===== src/rtl/instruction_fetch.sv =====
// Instruction fetch unit: walks the PC, issues word-aligned reads to instruction
// memory, delivers the fetched word with a one-cycle IR_write strobe, and flags read timeouts.
module instruction_fetch #(
  parameter logic [31:0] PC_RESET = 32'h0000_0000,
  parameter int          TIMEOUT  = 8
) (
  input  logic        clk,
  input  logic        reset,
  input  logic        fetch_req,
  input  logic        pc_load,
  input  logic [31:0] pc_in,
  output logic        mem_rd,
  output logic [31:0] mem_addr,
  input  logic        mem_ack,
  input  logic [31:0] mem_rdata,
  output logic [31:0] instr_out,
  output logic        IR_write,
  output logic [31:0] pc_out,
  output logic        busy,
  output logic        fetch_err,
  output logic [1:0]  dbg_state
);

  typedef enum logic [1:0] {
    IDLE    = 2'd0,
    READ    = 2'd1,
    DELIVER = 2'd2,
    ERROR   = 2'd3
  } state_t;

  localparam logic [7:0]  TIMEOUT_C  = 8'(TIMEOUT);
  localparam logic [31:0] ALIGN_MASK = 32'hFFFF_FFFC;

  state_t      state_q, state_d;
  logic [31:0] pc_q, pc_d;
  logic [31:0] mem_addr_q, mem_addr_d;
  logic [31:0] instr_q, instr_d;
  logic [7:0]  wait_q, wait_d;
  logic        mem_rd_q, mem_rd_d;
  logic        ir_write_q, ir_write_d;
  logic        busy_q, busy_d;
  logic        err_q, err_d;

  always_comb begin
    state_d    = state_q;
    pc_d       = pc_q;
    mem_addr_d = mem_addr_q;
    instr_d    = instr_q;
    wait_d     = wait_q;
    mem_rd_d   = mem_rd_q;
    ir_write_d = 1'b0;
    err_d      = err_q;
    case (state_q)
      IDLE: begin
        // A PC load wins over a fetch request in the same cycle.
        if (pc_load) begin
          pc_d = pc_in & ALIGN_MASK;
        end else if (fetch_req) begin
          state_d    = READ;
          mem_rd_d   = 1'b1;
          mem_addr_d = pc_q & ALIGN_MASK;
          wait_d     = 8'd0;
        end
      end
      READ: begin
        if (mem_ack) begin
          instr_d    = mem_rdata;
          mem_rd_d   = 1'b0;
          ir_write_d = 1'b1;
          state_d    = DELIVER;
        end else begin
          wait_d = 8'(wait_q + 8'd1);
          if (wait_d == TIMEOUT_C) begin
            mem_rd_d = 1'b0;
            err_d    = 1'b1;
            state_d  = ERROR;
          end
        end
      end
      DELIVER: begin
        pc_d    = pc_load ? (pc_in & ALIGN_MASK) : 32'(pc_q + 32'd4);
        state_d = IDLE;
      end
      ERROR: begin
        // Recovery needs an explicit redirect so the failed address is not retried blindly.
        if (fetch_req && pc_load) begin
          pc_d    = pc_in & ALIGN_MASK;
          err_d   = 1'b0;
          state_d = IDLE;
        end
      end
      default: state_d = IDLE;
    endcase
    busy_d = (state_d != IDLE);
  end

  always_ff @(posedge clk or negedge reset) begin
    if (!reset) begin
      state_q    <= IDLE;
      pc_q       <= PC_RESET;
      mem_addr_q <= 32'd0;
      instr_q    <= 32'd0;
      wait_q     <= 8'd0;
      mem_rd_q   <= 1'b0;
      ir_write_q <= 1'b0;
      busy_q     <= 1'b0;
      err_q      <= 1'b0;
    end else begin
      state_q    <= state_d;
      pc_q       <= pc_d;
      mem_addr_q <= mem_addr_d;
      instr_q    <= instr_d;
      wait_q     <= wait_d;
      mem_rd_q   <= mem_rd_d;
      ir_write_q <= ir_write_d;
      busy_q     <= busy_d;
      err_q      <= err_d;
    end
  end

  assign mem_rd    = mem_rd_q;
  assign mem_addr  = mem_addr_q;
  assign instr_out = instr_q;
  assign IR_write  = ir_write_q;
  assign pc_out    = pc_q;
  assign busy      = busy_q;
  assign fetch_err = err_q;
  assign dbg_state = state_q;

endmodule

===== config.mk =====
export PLATFORM = sky130hd
export DESIGN_NAME = instruction_fetch
export DESIGN_NICKNAME = d
export VERILOG_FILES = /design/src/rtl/instruction_fetch.sv
export SDC_FILE = /design/constraint.sdc
export NUM_CORES = 1
export LEC_CHECK = 0
export ABC_CLOCK_PERIOD_IN_PS = 1900
export CAP_MARGIN = 0
export CORE_ASPECT_RATIO = 0.7
export CORE_MARGIN = 3
export CORE_UTILIZATION = 41
export CTS_CLUSTER_DIAMETER = 150
export DETAILED_ROUTE_END_ITERATION = 16
export GPL_ROUTABILITY_DRIVEN = 0
export PLACE_DENSITY_LB_ADDON = 0.08
export SYNTH_ARGS = -nofsm -noshare
export SYNTH_HDL_FRONTEND = slang
export SYNTH_SLANG_ARGS = --single-unit
export TNS_END_PERCENT = 5

===== constraint.sdc =====
create_clock -name clk -period 1.9 [get_ports clk]
set_input_delay 0.285 -clock clk [delete_from_list [all_inputs] [get_ports clk]]
set_output_delay 0.285 -clock clk [all_outputs]
set_load 0.005 [all_outputs]

==> impl_metrics.csv, run 1 <==
group,metric,value,unit
run_status,outcome,"finished clean",
routing,routed-via-count,4577,
global_routing,globalRouteOverflowTotal,0,
routing,drt_iter0_markers,347,
routing,drtPass1Iterations,5,
timing,clock_skew,0.00615,ns
cells_and_area,n_antenna_cell,0,
cells_and_area,layout.nets,790,
pwr,worst_ir_drop_vdd,0.646,mV
cts,clock_latency,0.34,ns
worst_setup_path,critPathRequiredTime,1.62,ns
worst_setup_path,r2r.worst_path.cells,6,
timing,timing.final.max_slew_violations,0,
cts,cts_num_sinks,106,
logic_synthesis,seq_area_frac_synth,53.2,%
logic_synthesis,synth_edf_count,0,
pwr,power_leakage,3.26,nW
logic_synthesis,yosys_warnings,0,
pwr,power.density,1400,nW/um2
floorplan,die_x,138,um
timing,finalSetupTns,0,ns
timing,fmax,0.550,GHz
worst_setup_path,crit_path_end_kind,"output pin",
cts,cts_buffers,9,
floorplan,die_h,98.3,um
logic_synthesis,yosys_most_used_dff,"dfrtp_1",
worst_setup_path,cp-start-kind,"flop",
pwr,p_int,7.31,mW
worst_setup_path,crit_type,"reg -> out",
logic_synthesis,syn_inst,514,
logic_synthesis,syn_avg_cell_area,9.70,um2
worst_setup_path,worst_ep_arrival_time,1.53,ns
cts,cts_tree,"built",
routing,routed_wl,14.1,mm
global_routing,antenna_found_initial,0,
global_routing,grt_max_degree,53,
timing,timing.hold.ws,0.307,ns
cts,root_buffer,"clkbuf_16",
cts,htree_levels,3,
cells_and_area,seq_area,2660,um2
cells_and_area,final_cell_mix,"clkdlybuf4s50_1, nand2_1, dfrtp_1",
pwr,pwr-share-seq,36.8,%
global_routing,grt_pass1_vias,4484,
logic_synthesis,syn-cell-area,4980,um2
placement,place_area,7230,um2
placement,dpl.hpwl,10.5,mm
floorplan,num_rows,33,
placement,io_buffers,164,
pwr,clkPwrFrac,18.7,%
cells_and_area,layout_commonest_cell,"clkdlybuf4s50_1",
cells_and_area,multi_input_area,2220,um2
pwr,p_comb_share,44.5,%
timing,rsz0062_at_grt,"no",
timing,hold_viol,0,
cts,clk_pin_slew_worst_paths,0.07,ns
global_routing,grt_usage,21.4,%
timing,setup_violations,0,
floorplan,io_pins,171,
cts,cts_buffer_depth,2,
timing,min_period,1.82,ns
worst_setup_path,worstPathMaxFanout,12,
hold_path,min_path_type,"in -> async",
cells_and_area,syn_to_final_growth,52.4,%
pwr,sw_frac_of_total,31.4,%
logic_synthesis,synth.distinct_cells,62,
pwr,total_power,10.7,mW
cells_and_area,postLayoutCellArea,7590,um2
floorplan,core-area,11800,um2
cells_and_area,drive_above_1_share,18.0,%
logic_synthesis,synthArstFlopShare,100,%
run,maxCapViolCount,0,
routing,drc,0,
routing,ant_nets,0,
floorplan,floorplan.initialDensity,42.2,%
pwr,net-switching-power,3.34,mW
logic_synthesis,ys_ff_latch,106,
routing,wl_per_cell,16.0,um
timing,period_share,95.7,%
cells_and_area,fill_cells,984,
routing,viasPerCell,5.20,
floorplan,die-area,13500,um2
global_routing,grt_pass1_wl,23.2,mm
[Yosys cell counts, types with 4 or more instances]
master      n  area share, %
nand2_1   138             10
dfrtp_1   106             53
mux2_2     31            7.0
a21oi_1    28            2.8
o21ai_0    25            2.5
clkbuf_1   20            1.5
nor2_1     20            1.5
nand3_1    14            1.4
buf_2       9           0.90
nand4_1     8            1.0
xnor2_1     7            1.2
nor3_1      6           0.60
and3_1      5           0.63
and4_1      5           0.88
o22ai_1     5           0.63
a22oi_1     4           0.60
a31oi_1     4           0.50
and2_1      4           0.50
buf_4       4           0.60
nor4_1      4           0.50
o32ai_1     4           0.70
[path summary, 6_finish.rpt]
kind	start	to	slack [ns]
min	reset	wait_q[5]	0.31
min in group clk	mem_rdata[27]	instr_out[27]	0.47
max reg2reg	pc_out[2]	pc_out[30]	0.11
max in group asynchronous	reset	pc_out[3]	1.07
min reg2reg	instr_out[13]	instr_out[13]	0.47
max	dbg_state[0]	dbg_state[0]	0.08
[what timing repair did]
action | CTS | global route
setup buffers | 0 | 1
endpoints found under the setup margin | 4 | 12
gates resized for setup | 2 | 9
hold endpoints to repair | 6 | 0
hold buffers | 1 | 0
[critical path, cell delays in order (launching register included)]
cell and delay, ns:
dfrtp_2 0.51, buf_4 0.18, clkdlybuf4s50_1 0.50
[logic make-up after synthesis]
| kind of cell | share of synthesized area [%] |
|---|---|
| simple gates | 21.0 |
| flops | 53.2 |
| compound gates | 12.9 |
| buf+inv | 3.39 |
| mux | 7.40 |
| xor+xnor | 1.58 |
| fa+ha+maj | 0.502 |
| other cells | 0.0752 |
[metal layers]
metal | share of wire, % | routed length, um | vias up | global-route usage [%]
met2 | 46 | 6540 | 150 | 32.4
met4 | 1.2 | 174 | 0 | 4.94
li1 | - | - | 2202 | -
met1 | 47 | 6590 | 2205 | 31.6
met5 | 0 | 0 | - | 0
met3 | 5.7 | 803 | 20 | 4.38
[area by class of cell]
type,count,area share (%)
sequential,106,35.0
multi-input combinational,373,29.2
timing repair buffer,226,28.9
clock buffer,10,3.01
tap,157,2.59
clock inverter,6,1.19
inverter,3,0.148
[flip-flops by register name (all words and copies together), names as in the netlist]
signal / flops
pc_out: 30
busy: 1
instr_out: 32
dbg_state: 2
fetch_err: 1
mem_rd: 1
mem_addr: 30
IR_write: 1
wait_q: 8
[per-stage QoR]
step	std cells	util, %	worst slack, ns
6_report	881	64.3	0.0818
5_1_grt	881	64.3	0.00757
4_1_cts	880	64.1	0.0434
3_5_place_dp	863	61.2	-0.274
3_3_place_gp	863	61.2	-0.195
2_1_floorplan	517	-	0.0274
[power groups by stage]
stage	Sequential [mW]	Clock (mW)	Combinational (mW)
after floorplan	4.05	0	1.51
after global placement	3.90	0	4.67
after detailed placement	3.96	0	4.74
after CTS	3.93	2.05	4.77
after global routing	4.08	2.14	5.17
final	3.92	1.99	4.74
Power figures use the tool's default switching activity.
==> run 2, diff against run 1 <==
- CELL_PAD_IN_SITES_DETAIL_PLACEMENT: default -> 1
- CELL_PAD_IN_SITES_GLOBAL_PLACEMENT: default -> 2
- CORE_UTILIZATION: 41 -> 24
==> impl_metrics.csv, run 2 (same netlist as run 1, synthesis figures left out) <==
group,metric,value,unit
global_routing,grt_pass1_wl,28.2,mm
routing,ant_nets,0,
worst_setup_path,crit_path_end_kind,"flop",
global_routing,use_met1,22.6,%
floorplan,die_x,178,um
cells_and_area,largest_register_ffs,32,
floorplan,die_h,127,um
timing,timing.final.max_slew_violations,0,
routing,routed-via-count,4660,
timing,min_period,1.84,ns
cts,cts_buffer_depth,2,
cts,cts_buffers,9,
worst_setup_path,cpMaxStageDelayCell,"dfrtp_1",
pwr,power.density,1380,nW/um2
placement,dpl.hpwl,13.3,mm
pwr,power_leakage,3.33,nW
worst_setup_path,path_buf_inv,0,
timing,setup_violations,0,
timing,rsz0062_at_grt,"yes",
worst_setup_path,critPathRequiredTime,2.14,ns
cells_and_area,drive_above_1_share,19.9,%
routing,wl_per_cell,17.1,um
worst_setup_path,cp-start-kind,"flop",
global_routing,grt_max_degree,35,
global_routing,grt_pass1_vias,4998,
timing,tightest_slew,0.515,ns
pwr,total_power,10.8,mW
placement,place_inst,991,
timing,relSlewSlack,65.6,%
global_routing,antenna_found_initial,0,
cells_and_area,final_cell_mix,"clkdlybuf4s50_1, nand2_1, dfrtp_1",
floorplan,core-area,20100,um2
worst_setup_path,cpPeakStageDelay,0.41,ns
floorplan,io_pins,171,
cells_and_area,fill_cells,2299,
cells_and_area,n_antenna_cell,0,
global_routing,globalRouteOverflowTotal,0,
timing,hold_viol,0,
cts,htree_levels,3,
timing,fmax,0.543,GHz
floorplan,num_rows,43,
cts,clock_latency,0.36,ns
timing,period_share,97.0,%
cells_and_area,layout_commonest_cell,"clkdlybuf4s50_1",
run,maxCapViolCount,0,
routing,drc,0,
worst_setup_path,worst_ep_arrival_time,2.08,ns
worst_setup_path,timing.critical_path.cells,"and4_4, nand3_2, or3_4, a21o_1, a221o_1",
floorplan,floorplan.initialDensity,24.8,%
global_routing,grtUsageMet3,3.77,%
timing,timing.hold.ws,0.420,ns
cells_and_area,instances_no_fill,1009,
routing,drtPass1Iterations,4,
cts,cts_tree,"built",
cells_and_area,syn_to_final_growth,57.1,%
cts,cts_num_sinks,106,
worst_setup_path,cp_top_family,"simple AND/OR/NAND/NOR gates",
routing,routed_wl,17.3,mm
worst_setup_path,worstPathMaxFanout,6,
timing,clock_skew,0.0108,ns
routing,drt_iter0_markers,209,
cts,clk_pin_slew_worst_paths,0.08,ns
hold_path,min_path_type,"in -> async",
floorplan,die-area,22600,um2
global_routing,busiest_layer,"met2",
pwr,worst_ir_drop_vdd,0.565,mV
placement,io_buffers,164,
run_status,outcome,"finished clean",
routing,viasPerCell,4.62,
global_routing,met2_usage,23.9,%
cts,root_buffer,"clkbuf_16",
cells_and_area,layout.nets,805,
global_routing,grt_usage,15.7,%
worst_setup_path,crit_type,"reg -> reg",
==> run 2: changes by cell type in the layout (fill, tap and decap cells not counted), moves of 2 or more <==
cell       change
and4_1         -2
buf_4         +14
and4_4         +2
bufinv_16      -2
==> run 2: per-stage QoR <==
| stage | cell area, um2 | setup WS [ns] | utilization (%) | setup TNS (ns) |
|---|---|---|---|---|
| 4_1_cts | 7800 | 0.0265 | 38.9 | 0 |
| 3_5_place_dp | 7490 | -0.217 | 37.3 | -8.14 |
| 3_3_place_gp | 7490 | -0.130 | 37.3 | -4.83 |
| 5_1_grt | 7830 | -0.00908 | 39.0 | -0.0171 |
| 2_1_floorplan | 5000 | 0.0274 | - | 0 |
| 6_report | 7830 | 0.0576 | 39.0 | 0 |
==> run 2: final timing paths <==
check,from,depth (start not counted),slack (ns),endpoint
min in group clk,mem_rdata[8],3,0.45,instr_out[8]
min reg2reg,instr_out[30],2,0.48,instr_out[30]
max,pc_out[3],5,0.06,pc_out[19]
max reg2reg,pc_out[3],5,0.06,pc_out[19]
min,reset,2,0.42,instr_out[11]
max in group asynchronous,reset,3,0.88,dbg_state[0]
==> run 2: layer usage <==
metal | vias up | wire length (um)
met5 | - | 0
met4 | 0 | 187
met3 | 12 | 772
met2 | 98 | 7670
met1 | 2316 | 8630
li1 | 2234 | -
==> run 2: timing repair <==
action | 4_1_cts | 5_1_grt
endpoints found under the hold margin | 29 | 0
gates resized for setup | 4 | 8
endpoints found under the setup margin | 4 | 9
hold buffers | 1 | 0
gates cloned | 0 | 0
setup buffers | 0 | 1
==> run 2: area by class of cell <==
type	count	area (um2)	area share [%]
Sequential cell	106	2660	33.9
Tap cell	270	338	4.32
Inverter	3	11.3	0.144
Timing Repair Buffer	241	2310	29.5
Clock buffer	10	239	3.05
Multi-Input combinational cell	373	2220	28.4
Clock inverter	6	50.0	0.639
==> run 2: where the power goes <==
group          total (mW)  leakage [nW]  internal (mW)  switching, mW
combinational        4.97          1.91           3.02           1.95
clock                1.89         0.141          0.944          0.943
sequential           3.93          1.28           3.23          0.702
